`src/rtl/neuron_array_pkg.sv`:
```
// Shared types and helpers for the time-multiplexed LIF neuron array.
// Latency: n/a (types, constants and a pure function only).
// Backpressure: n/a.
// Contents: state_t (sequencer states), default widths, sat_v saturation helper.
package neuron_array_pkg;

   typedef enum logic [1:0] {
      IDLE   = 2'd0,
      UPDATE = 2'd1,
      DONE   = 2'd2
   } state_t;

   localparam int DEF_N_CH         = 4;
   localparam int DEF_V_W          = 18;
   localparam int DEF_I_W          = 16;
   localparam int DEF_FRAC         = 12;
   localparam int DEF_LEAK_SHIFT   = 4;
   localparam int DEF_REFRAC_STEPS = 8;

   // Clamp a sign-extended value into the signed range of a w-bit word.
   // The result stays 64 bits wide so callers can compare it before truncating.
   function automatic logic signed [63:0] sat_v(input logic signed [63:0] s, input int w);
      logic signed [63:0] vmax;
      logic signed [63:0] vmin;
      vmax = (64'sd1 <<< (w - 1)) - 64'sd1;
      vmin = -vmax - 64'sd1;
      if (s > vmax) begin
         return vmax;
      end else if (s < vmin) begin
         return vmin;
      end
      return s;
   endfunction

endpackage

```
`src/rtl/neuron_array_lif_core.sv`:
```
// Single-channel leaky integrate-and-fire update, purely combinational.
// Latency: 0 cycles (result registered by the caller).
// Backpressure: none; evaluated every cycle, consumed only when the caller writes back.
// Ports: v/r/i current state and input, v_th/v_reset shared constants,
//        v_next/r_next/spike next state and spike flag.
module neuron_lif_core
   import neuron_array_pkg::*;
#(
   parameter int V_W          = DEF_V_W,
   parameter int I_W          = DEF_I_W,
   parameter int LEAK_SHIFT   = DEF_LEAK_SHIFT,
   parameter int REFRAC_STEPS = DEF_REFRAC_STEPS,
   parameter int R_W          = 4
) (
   input  logic [V_W-1:0] v,
   input  logic [R_W-1:0] r,
   input  logic [I_W-1:0] i,
   input  logic [V_W-1:0] v_th,
   input  logic [V_W-1:0] v_reset,
   output logic [V_W-1:0] v_next,
   output logic [R_W-1:0] r_next,
   output logic           spike
);

   logic signed [V_W-1:0] v_s;
   logic signed [V_W-1:0] leak;
   logic signed [V_W+1:0] v_ext;
   logic signed [V_W+1:0] leak_ext;
   logic signed [V_W+1:0] i_ext;
   logic signed [V_W+1:0] sum;
   logic signed [63:0]    sat64;
   logic signed [63:0]    th64;

   always_comb begin
      v_s      = v;
      leak     = v_s >>> LEAK_SHIFT;
      v_ext    = {{2{v[V_W-1]}}, v};
      leak_ext = {{2{leak[V_W-1]}}, leak};
      i_ext    = {{(V_W+2-I_W){i[I_W-1]}}, i};
      // Two guard bits hold v - leak + i exactly for any operands.
      sum      = v_ext - leak_ext + i_ext;
      sat64    = sat_v({{(62-V_W){sum[V_W+1]}}, sum}, V_W);
      th64     = {{(64-V_W){v_th[V_W-1]}}, v_th};

      v_next = v_reset;
      r_next = r;
      spike  = 1'b0;
      if (r != '0) begin
         // Refractory: clamp membrane, ignore input, count down.
         r_next = r - 1'b1;
      end else if (sat64 >= th64) begin
         spike  = 1'b1;
         r_next = R_W'(REFRAC_STEPS);
      end else begin
         v_next = sat64[V_W-1:0];
      end
   end

endmodule

```
`src/rtl/neuron_array.sv`:
```
// Time-multiplexed array of N_CH LIF neurons sharing one update datapath.
// Latency: step accepted in cycle 0, channel k written at end of cycle k+1, done_o in cycle N_CH+1.
// Backpressure: step_i is a level request sampled only in IDLE; ignored while busy_o is high.
// Ports: emu_clk/emu_rst clock and async reset; step_i request; i_in packed currents;
//        v_th_i/v_reset_i shared threshold and reset value; busy_o/done_o status;
//        v_out packed membranes; spike_o spikes of last completed step.
module neuron_array
   import neuron_array_pkg::*;
#(
   parameter int N_CH         = DEF_N_CH,
   parameter int V_W          = DEF_V_W,
   parameter int I_W          = DEF_I_W,
   parameter int FRAC         = DEF_FRAC,
   parameter int LEAK_SHIFT   = DEF_LEAK_SHIFT,
   parameter int REFRAC_STEPS = DEF_REFRAC_STEPS
) (
   input  logic                emu_clk,
   input  logic                emu_rst,
   input  logic                step_i,
   input  logic [N_CH*I_W-1:0] i_in,
   input  logic [V_W-1:0]      v_th_i,
   input  logic [V_W-1:0]      v_reset_i,
   output logic                busy_o,
   output logic                done_o,
   output logic [N_CH*V_W-1:0] v_out,
   output logic [N_CH-1:0]     spike_o
);

   localparam int CH_W = (N_CH > 1) ? $clog2(N_CH) : 1;
   localparam int R_W  = (REFRAC_STEPS > 0) ? $clog2(REFRAC_STEPS + 1) : 1;

   // FRAC only documents the fixed-point scaling; it must still describe a legal word.
   if (I_W > V_W || FRAC >= V_W) begin : g_bad_cfg
      $error("neuron_array: need I_W <= V_W and FRAC < V_W");
   end

   state_t            state;
   logic [CH_W-1:0]   ch;
   logic [I_W-1:0]    i_sh   [N_CH];
   logic [V_W-1:0]    th_sh;
   logic [V_W-1:0]    vr_sh;
   logic [V_W-1:0]    v_reg  [N_CH];
   logic [R_W-1:0]    r_reg  [N_CH];
   logic [N_CH-1:0]   spk_acc;

   logic [V_W-1:0]    v_nx;
   logic [R_W-1:0]    r_nx;
   logic              spk_nx;

   neuron_lif_core #(
      .V_W          (V_W),
      .I_W          (I_W),
      .LEAK_SHIFT   (LEAK_SHIFT),
      .REFRAC_STEPS (REFRAC_STEPS),
      .R_W          (R_W)
   ) u_core (
      .v       (v_reg[ch]),
      .r       (r_reg[ch]),
      .i       (i_sh[ch]),
      .v_th    (th_sh),
      .v_reset (vr_sh),
      .v_next  (v_nx),
      .r_next  (r_nx),
      .spike   (spk_nx)
   );

   always_ff @(posedge emu_clk or posedge emu_rst) begin
      if (emu_rst) begin
         state   <= IDLE;
         ch      <= '0;
         busy_o  <= 1'b0;
         done_o  <= 1'b0;
         spike_o <= '0;
         spk_acc <= '0;
         th_sh   <= '0;
         vr_sh   <= '0;
         for (int k = 0; k < N_CH; k++) begin
            i_sh[k]  <= '0;
            v_reg[k] <= '0;
            r_reg[k] <= '0;
         end
      end else begin
         case (state)
            IDLE: begin
               if (step_i) begin
                  // Snapshot operands so input changes mid-step cannot leak in.
                  for (int k = 0; k < N_CH; k++) begin
                     i_sh[k] <= i_in[k*I_W +: I_W];
                  end
                  th_sh   <= v_th_i;
                  vr_sh   <= v_reset_i;
                  ch      <= '0;
                  spk_acc <= '0;
                  busy_o  <= 1'b1;
                  state   <= UPDATE;
               end
            end
            UPDATE: begin
               v_reg[ch]   <= v_nx;
               r_reg[ch]   <= r_nx;
               spk_acc[ch] <= spk_nx;
               if (ch == CH_W'(N_CH - 1)) begin
                  ch     <= '0;
                  done_o <= 1'b1;
                  state  <= DONE;
               end else begin
                  ch <= ch + 1'b1;
               end
            end
            DONE: begin
               // spike_o publishes the whole step at once and holds until the next one.
               spike_o <= spk_acc;
               done_o  <= 1'b0;
               busy_o  <= 1'b0;
               state   <= IDLE;
            end
            default: begin
               state  <= IDLE;
               busy_o <= 1'b0;
               done_o <= 1'b0;
            end
         endcase
      end
   end

   for (genvar g = 0; g < N_CH; g++) begin : g_vout
      assign v_out[g*V_W +: V_W] = v_reg[g];
   end

endmodule
```
`config.mk`:
```
export PLATFORM = sky130hd
export DESIGN_NAME = neuron_array
export DESIGN_NICKNAME = d
export VERILOG_FILES = /design/src/rtl/neuron_array_pkg.sv /design/src/rtl/neuron_array_lif_core.sv /design/src/rtl/neuron_array.sv
export SDC_FILE = /design/constraint.sdc
export NUM_CORES = 1
export LEC_CHECK = 0
export ABC_AREA = 1
export CAP_MARGIN = 0
export CELL_PAD_IN_SITES_DETAIL_PLACEMENT = 2
export CELL_PAD_IN_SITES_GLOBAL_PLACEMENT = 2
export CORE_MARGIN = 10
export CORE_UTILIZATION = 29
export CTS_CLUSTER_SIZE = 12
export DETAILED_ROUTE_END_ITERATION = 7
export MAX_ROUTING_LAYER = met4
export PLACE_DENSITY = 0.75
export SLEW_MARGIN = 10
export SYNTH_ARGS = -nofsm -noshare
export SYNTH_HDL_FRONTEND = slang
export SYNTH_SLANG_ARGS = --single-unit
export TNS_END_PERCENT = 30
```
`constraint.sdc`:
```
create_clock -name emu_clk -period 6.8 [get_ports emu_clk]
set_clock_uncertainty 0.1 [all_clocks]
set_input_delay 1.36 -clock emu_clk [delete_from_list [all_inputs] [get_ports emu_clk]]
set_output_delay 1.36 -clock emu_clk [all_outputs]
set_load 0.02 [all_outputs]
```
### Yosys cells after proc, flatten, opt, wreduce, memory -nomap -nowiden

Cells that the tools add are included.
W data, S select, Z words.

| storage, ports and cells | value |
|---|---|
| bits in registers | 202 |
| latch bits | 0 |
| memory bits (writable) | 0 |
| bits in read-only memories | 0 |
| input bits | 103 |
| memories | 0 |

| cells by class | value |
|---|---|
| add/sub/neg operators | 4 |
| $mul | 0 |
| div/mod/pow operators | 0 |
| $lt $le $gt $ge | 7 |
| equality and inequality tests | 5 |
| shifts and indexed selects | 0 |
| multiplexer cells | 41 |
| bitwise operators | 3 |
| reductions and logical operators | 10 |

Operator list:

| kind | count |
|---|---|
| $mux W64 | 3 |
| $mux W18 | 5 |
| $bwmux W72 | 1 |
| $ge A64 B18 Y1 | 1 |
| $bmux W18 S2 | 1 |
| $demux W18 S2 | 1 |
| $bmux W16 S2 | 1 |
| $mux W16 | 2 |
| $mux W4 | 6 |
| $add A19 B16 Y20 | 1 |
| $gt A20 B18 Y1 const B | 1 |
| $lt A20 B18 Y1 const B | 1 |
| $sub A18 B14 Y19 | 1 |
| $bwmux W16 | 1 |
| $reduce_and A2 Y1 | 5 |
| $bmux W4 S2 | 1 |
| $demux W4 S2 | 1 |
| $mux W2 | 4 |
| $pmux W2 S2 | 2 |
| $pmux W4 S2 | 1 |
| $mux W1 | 7 |
| $bwmux W4 | 1 |
| $eq A2 B2 Y1 const B | 2 |
| $ne A2 B2 Y1 const B | 2 |
| 15 further kinds | 18 |

### Logic depth before layout (Yosys ltp)

Gate-level depths: netlist of run 1.

| logic depth | value |
|---|---|
| word-level depth | 15 |
| depth in mapped cells | 44 |

### Hierarchy

Synthesis of run 1 repeated with hierarchy kept, for this count alone.

| second synthesis, totals | value |
|---|---|
| cell total of the unflattened synthesis | 1556 |
| area total of the unflattened synthesis | 11930.2 um^2 |

Modules (own cells, without submodules):

| module | times used | cells an instance | area each (um^2) | sequential area each (um^2) |
|---|---|---|---|---|
| neuron_array | 1 | 1047 | 9001.1 | 5054.8 |
| neuron_lif_core | 1 | 509 | 2929.1 | 0.0 |

### Worst setup path before layout of run 1

No wires, ideal clock.

| timing path | value |
|---|---|
| kind | register to register |
| start point | register ch[1] |
| end point | register v_reg, in the netlist v_out[24] |
| setup time | 0.118 ns |
| arrival | 5.129 ns |
| required time | 6.582 ns |
| setup slack | 1.454 ns |
| stages on the path, launching flop included | 39 |
| path buffers | 6 |
| path through | dfrtp_1 buf_4 inv_2 clkbuf_1 buf_1 buf_1 a21oi_1 fa_1 inv_1 ha_1 nand2_1 inv_1 a21oi_1 nand3_2 nand2_2 nand3_1 nand2_2 nand2_4 (+3 left out) nand2_4 inv_1 ha_1 nand2_1 inv_1 o21ai_0 nand2_1 a21oi_1 nand2_1 nand2_1 nand2_1 nand2_1 nand3_4 inv_12 buf_8 nand2_2 nand3_1 nand2_1 |

| between the ends | value |
|---|---|
| cells in the longest elaborated chain, start to end | 14 |
| elaborated cells between the ends (all ways) | 28 |
| classes of those cells | add/sub: 2; order compare: 5; mux: 18; bitwise: 1; reduce/logical: 2 |

Ends and longest elaborated chain:

| element | line | source |
|---|---|---|
| start, declared | neuron_array.sv:38 | `logic [CH_W-1:0] ch;` |
| start signal, assigned | neuron_array.sv:107 | `ch <= ch + 1'b1;` |
| $not A2 Y3 (implied by the code) (*) | - |  |
| $bmux W18 S2 | neuron_array.sv:57 | `.v (v_reg[ch]),` |
| $mux W18 (implied by the code) (2 in a row) | neuron_array.sv:57 |  |
| $sub A18 B14 Y19 | neuron_array_lif_core.sv:41 | `sum = v_ext - leak_ext + i_ext;` |
| $add A19 B16 Y20 | neuron_array_lif_core.sv:41 |  |
| $lt A20 B18 Y1 | neuron_array_pkg.sv:29 | `end else if (s < vmin) begin` |
| $mux W1 | neuron_array_pkg.sv:29 |  |
| $mux W1 | neuron_array_pkg.sv:27 | `if (s > vmax) begin` |
| $mux W64 | neuron_array_pkg.sv:32 | `return s;` |
| $ge A64 B18 Y1 | neuron_array_lif_core.sv:51 | `end else if (sat64 >= th64) begin` |
| $mux W18 | neuron_array_lif_core.sv:51 |  |
| $mux W18 | neuron_array_lif_core.sv:48 | `if (r != '0) begin` |
| $bwmux W72 (*) | neuron_array.sv:99 | `v_reg[ch] <= v_nx;` |
| end signal, assigned by index | neuron_array.sv:99 |  |
| end, declared | neuron_array.sv:42 | `logic [V_W-1:0] v_reg [N_CH];` |

Mark *: on every way between the ends. The rest lies on a longest branch, timed or not. The select of a mux whose other input is x is not followed.
A chain may end at the register's enable or synchronous reset.

### Worst setup path after layout of run 1

| timing path | value |
|---|---|
| start point | register ch[0] |
| end point | register v_reg, in the netlist v_out[17] |

Same word-level chain as after synthesis.

==> metrics.md, run 1 <==
| Metric | Value |
|---|---|
| Status | finished, final reports clean |
| Share of cells above drive strength 1 | 0.0829 |
| Fin util | 0.370 |
| Post-synth EDFFs | 0 |
| Final Max Tran Viols | 0 |
| Antenna viol nets, final | 0 |
| CTS tree | yes |
| Critical path class | reg2reg |
| Initial antenna violation count | 0 |
| Number of global-route vias before repair | 12600 |
| First-pass GRT wire length | 76.3 mm |
| Post-Syn Area per Cell | 7.73 sq um |
| CTS clk-pin slew, worst paths | 60 ps |
| Hold crit path type | reg2reg |
| Share of the synthesized area in the top cell type | 0.423 |
| Max-Slew Margin vs Limit | 0.282 |
| WP data required | 7070 ps |
| CP Launch Type | register |
| Yosys Warn Count | 0 |
| Die Footprint | 49700 sq um |
| Overflow after GRT | 0 |
| Clk root buf | clkbuf_16 |
| TritonCTS Buffers | 25 |
| Number of flip-flops under the largest register name | 72 |
| Sink Count | 202 |
| GRT Util Overall | 0.198 |
| ANT cells | 0 |
| CP most frequent cell | nand2_1 |
| DP Wirelength | 36.3 mm |
| Die X | 223 microns |
| Hold slack | 377 ps |
| Synth unique cells | 50 |
| Unrepaired setup endpoints after global routing | false |
| Area growth from synthesis to layout | 26.2% |
| Drc violations | 0 |
| Final #Nets | 1875 |
| Vias | 11000 |
| Reg-to-reg slack, setup | 560 ps |
| Core area | 40700 sq um |
| Mapped Cells | 1546 |
| Synth Net Count | 1714 |
| Most numerous cell in the Yosys netlist | nand2_1 |
| Asr flop ratio synth | 1.00 |
| Post-Route WL | 48.3 mm |
| Synthesized flop and latch total | 202 |
| Max Cap Violations | 0 |
| Sequential area share after synthesis | 0.423 |
| Critical Path End Type | register |
| Post-synth top cells | nand2_1 (601), dfrtp_1 (202), inv_1 (174) |
| DR pass1 iterations | 4 |
| Starting Density | 0.293 |
| Most used DFF post-synth | dfrtp_1 |
| Finish-stage setup viols | 0 |
| Synthesized area | 11900 sq um |
| Period Utilization, post-route | 0.917 |
| Critical Path AT | 6510 ps |
| Port Buffer Count | 180 |
| Placer Congestion | 0.886 |
| H-tree depth | 1 |
| Crit path largest cell delay | 510 ps |
| Die height | 223 microns |
| Crit path max fanout | 45 |
| Setup TNS | 0 ps |
| Slew @ Worst Pin | 1080 ps |
| 1st-iter DRT viols | 529 |
| Dominant cells by area after synthesis | dfrtp_1 (42%), nand2_1 (19%), inv_1 (5.5%) |
| Synth area leader | dfrtp_1 |
| Bufs on Longest Clock Path | 3 |
| Fillers | 4751 |
| Largest net degree at the start of global routing | 111 |
| Fmax | 0.160 GHz |
| I/O pin count | 181 |
| Drt via density | 4.89 |
| WL/cell | 21.4 microns |
| Hold Violations, Final | 0 |
| Num rows | 74 |
| Minimum clock period | 6240 ps |
| CP max-delay cell | a32oi_1 |
| Clk Latency, worst-skew pair | 550 ps |
placed cells by master (no fill, tap or decap), types with 7 or more instances in the layout:
cell | Yosys | final
nand3_2 | 7 | 7
inv_1 | 174 | 173
nand2_2 | 13 | 14
nor2_1 | 51 | 51
clkdlybuf4s50_1 | 0 | 180
clkbuf_16 | 0 | 25
a32oi_1 | 15 | 9
buf_4 | 2 | 17
nand2_4 | 31 | 31
nand3_1 | 88 | 88
ha_1 | 48 | 48
a21oi_1 | 61 | 61
dfrtp_1 | 202 | 201
o21ai_0 | 104 | 104
fa_1 | 17 | 17
nand2_1 | 601 | 600
xnor2_1 | 8 | 8
kinds of logic (layout without fill, tap and decap cells):
family          after synthesis  count (layout)  share of synthesized area
buf+inv                     249             427                     0.0911
flops                       202             202                      0.423
xor+xnor                     14              14                     0.0103
simple gates                811             811                      0.299
mux                           4               4                    0.00377
compound gates              201             201                     0.0937
fa+ha+maj                    65              65                     0.0788
layout make-up:
| cell class | count | area [sq um] | share of cell area |
|---|---|---|---|
| tap | 532 | 666 | 0.0441 |
| sequential | 202 | 5060 | 0.335 |
| inverter | 183 | 716 | 0.0474 |
| clock inverter | 9 | 101 | 0.00672 |
| multi-input combinational | 1095 | 5850 | 0.388 |
| clock buffer | 35 | 703 | 0.0466 |
| timing repair buffer | 200 | 1990 | 0.132 |
critical path: cells and delay by family (launching register included):
family / cells / cell delay, ps
AOI/OAI and AO/OA: 5 / 1180
adders and majority gates: 3 / 1110
buffers and inverters: 8 / 1150
DFF: 1 / 460
and+or+nand+nor: 17 / 2000
per-stage QoR:
step | instance area, sq um | cells | setup WS (ps)
after floorplan | 12000 | 1546 | 1450
after global routing | 15100 | 2256 | 93.5
after global placement | 14200 | 2211 | 303
final | 15100 | 2256 | 563
after detailed placement | 14200 | 2211 | 92.1
after CTS | 15000 | 2255 | 47.4
per-layer routing:
| metal | GRT usage | vias to the layer above | part of all wire |
|---|---|---|---|
| met1 | 0.254 | 5648 | 0.46 |
| met4 | 0.0362 | 0 | 0.015 |
| met3 | 0.0207 | 45 | 0.028 |
| met5 | - | - | 0 |
| met2 | 0.333 | 160 | 0.49 |
| li1 | - | 5173 | - |
path summary, 6_finish.rpt:
check | start | to | cells past startpoint
setup / recovery | ch[0]$_DFFE_PP0P_ | v_out[17]$_DFFE_PP0P_ | 33
hold / removal | i_sh[12]$_DFFE_PP0P_ | i_sh[12]$_DFFE_PP0P_ | 2
setup reg to reg | ch[0]$_DFFE_PP0P_ | v_out[17]$_DFFE_PP0P_ | 33
hold reg to reg | i_sh[12]$_DFFE_PP0P_ | i_sh[12]$_DFFE_PP0P_ | 2
max in group asynchronous | emu_rst | i_sh[23]$_DFFE_PP0P_ | 4
min in group asynchronous | emu_rst | vr_sh[6]$_DFFE_PP0P_ | 3
timing repair:
| action | 4_1_cts | 5_1_grt |
|---|---|---|
| hold buffers | 0 | 0 |
| endpoints found under the hold margin | 0 | 0 |
| setup buffers | 0 | 1 |
| setup endpoints to repair | 0 | 87 |
| gates resized for setup | 0 | 10 |
Power of run 1 is not shown: default switching activity piles up to over one toggle a cycle in this logic, so the estimate is an artifact.
==> run 2, diff against run 1 <==
--- a/config.mk
+++ b/config.mk
@@ -6,8 +6,7 @@
 export NUM_CORES = 1
 export LEC_CHECK = 0
 export ABC_AREA = 1
-export CAP_MARGIN = 0
-export CELL_PAD_IN_SITES_DETAIL_PLACEMENT = 2
+export CELL_PAD_IN_SITES_DETAIL_PLACEMENT = 0
 export CELL_PAD_IN_SITES_GLOBAL_PLACEMENT = 2
 export CORE_MARGIN = 10
 export CORE_UTILIZATION = 29
==> metrics.md, run 2 (synthesis gave the netlist of run 1 again) <==
| Metric | Value |
|---|---|
| Placer Congestion | 0.886 |
| Max Cap Violations | 0 |
| H-tree depth | 1 |
| ANT cells | 0 |
| Critical Path End Type | register |
| Clk root buf | clkbuf_16 |
| WP data required | 7140 ps |
| CP max-delay cell | fa_1 |
| Sink Count | 202 |
| Number of flip-flops under the largest register name | 72 |
| Hold crit path type | reg2reg |
| Reg-to-reg slack, setup | 500 ps |
| WL/cell | 19.0 microns |
| Bufs on Longest Clock Path | 3 |
| Status | finished, final reports clean |
| I/O pin count | 181 |
| Hold buffers post-CTS | 0 |
| TritonCTS Buffers | 25 |
| Die height | 223 microns |
| Reg2reg start | ch[0]$_DFFE_PP0P_ |
| Starting Density | 0.293 |
| Drc violations | 0 |
| Finish-stage setup viols | 0 |
| Commonest non-fill, non-tap cell in the layout | nand2_1 |
| 1st-iter DRT viols | 854 |
| Crit path largest cell delay | 540 ps |
| Slew @ Worst Pin | 1060 ps |
| Die Footprint | 49700 sq um |
| Core area | 40700 sq um |
| CP most frequent cell | nand2_1 |
| Max-Slew Margin vs Limit | 0.295 |
| DP Wirelength | 31.9 mm |
| Hold path cells | 2 |
| Antenna viol nets, final | 0 |
| Critical path class | reg2reg |
| Vias | 10400 |
| CTS tree | yes |
| Most frequent cells in the layout | nand2_1 (600), dfrtp_1 (201), clkdlybuf4s50_1 (180) |
| First-pass GRT wire length | 66.2 mm |
| Fmax | 0.159 GHz |
| Drt via density | 4.64 |
| Unrepaired setup endpoints after global routing | false |
| Overflow after GRT | 0 |
| Port Buffer Count | 180 |
| CP Launch Type | register |
| Worst Setup SP | ch[0]$_DFFE_PP0P_ |
| Area growth from synthesis to layout | 26.3% |
| Crit path max fanout | 45 |
| Largest net degree at the start of global routing | 111 |
| CTS clk-pin slew, worst paths | 60 ps |
| DR pass1 iterations | 5 |
| Post-Route WL | 42.9 mm |
| Final Max Tran Viols | 0 |
| Cells on worst reg2reg path | 33 |
| Clk Latency, worst-skew pair | 550 ps |
| Critical Path AT | 6640 ps |
| Hold path startpoint | i_sh[29]$_DFFE_PP0P_ |
| Minimum clock period | 6300 ps |
| Initial antenna violation count | 0 |
| GRT Util Overall | 0.174 |
| Share of cells above drive strength 1 | 0.0819 |
| Final #Nets | 1874 |
| Period Utilization, post-route | 0.926 |
| Hold Violations, Final | 0 |
| Die X | 223 microns |
| Number of global-route vias before repair | 10600 |
| Num rows | 74 |
| Setup TNS | 0 ps |
run 2: area by class of cell:
type / instances / area (sq um)
Clock inverter: 4 / 85.1
Tap cell: 532 / 666
Timing Repair Buffer: 199 / 1970
Multi-Input combinational cell: 1095 / 5860
Sequential cell: 202 / 5060
Fill cell: 4260 / 25600
Inverter: 183 / 714
Clock buffer: 38 / 744
run 2: path summary, 6_finish.rpt:
kind	to
setup / recovery	v_out[69]$_DFFE_PP0P_
hold / removal	i_sh[29]$_DFFE_PP0P_
setup reg to reg	v_out[69]$_DFFE_PP0P_
hold reg to reg	i_sh[29]$_DFFE_PP0P_
max in group asynchronous	i_sh[56]$_DFFE_PP0P_
min in group asynchronous	vr_sh[6]$_DFFE_PP0P_
run 2: metrics by stage:
| step | hold WS [ps] | instance area [sq um] | worst slack, ps | util | cells |
|---|---|---|---|---|---|
| 2_1_floorplan | 344 | 12000 | 1450 | - | 1546 |
| 3_3_place_gp | 361 | 14200 | 303 | 0.349 | 2211 |
| 3_5_place_dp | 361 | 14200 | 256 | 0.349 | 2211 |
| 4_1_cts | 377 | 15000 | 273 | 0.369 | 2253 |
| 5_1_grt | 391 | 15100 | 46.1 | 0.371 | 2253 |
| 6_report | 373 | 15100 | 500 | 0.371 | 2253 |
run 2: critical path: cells and delay by family (launching register included):
family	cells	cell delay [ps]
and+or+nand+nor	20	2630
adders and majority gates	3	1150
buffers and inverters	6	1050
AOI/OAI and AO/OA	4	730
DFF	1	440
run 2: metal layers:
layer  vias to the layer above  track usage  routed length [microns]
li1                       5166            -                        -
met5                         -            -                        0
met1                      4974        0.237                    20400
met4                         0       0.0490                     1110
met3                        48       0.0221                     1930
met2                       255        0.265                    19400
run 2: what timing repair did:
| item | CTS | global route |
|---|---|---|
| buffers inserted | 0 | 0 |
| gates resized for setup | 0 | 10 |
| endpoints found under the setup margin | 0 | 72 |
Power of run 2 is left out for the same reason.
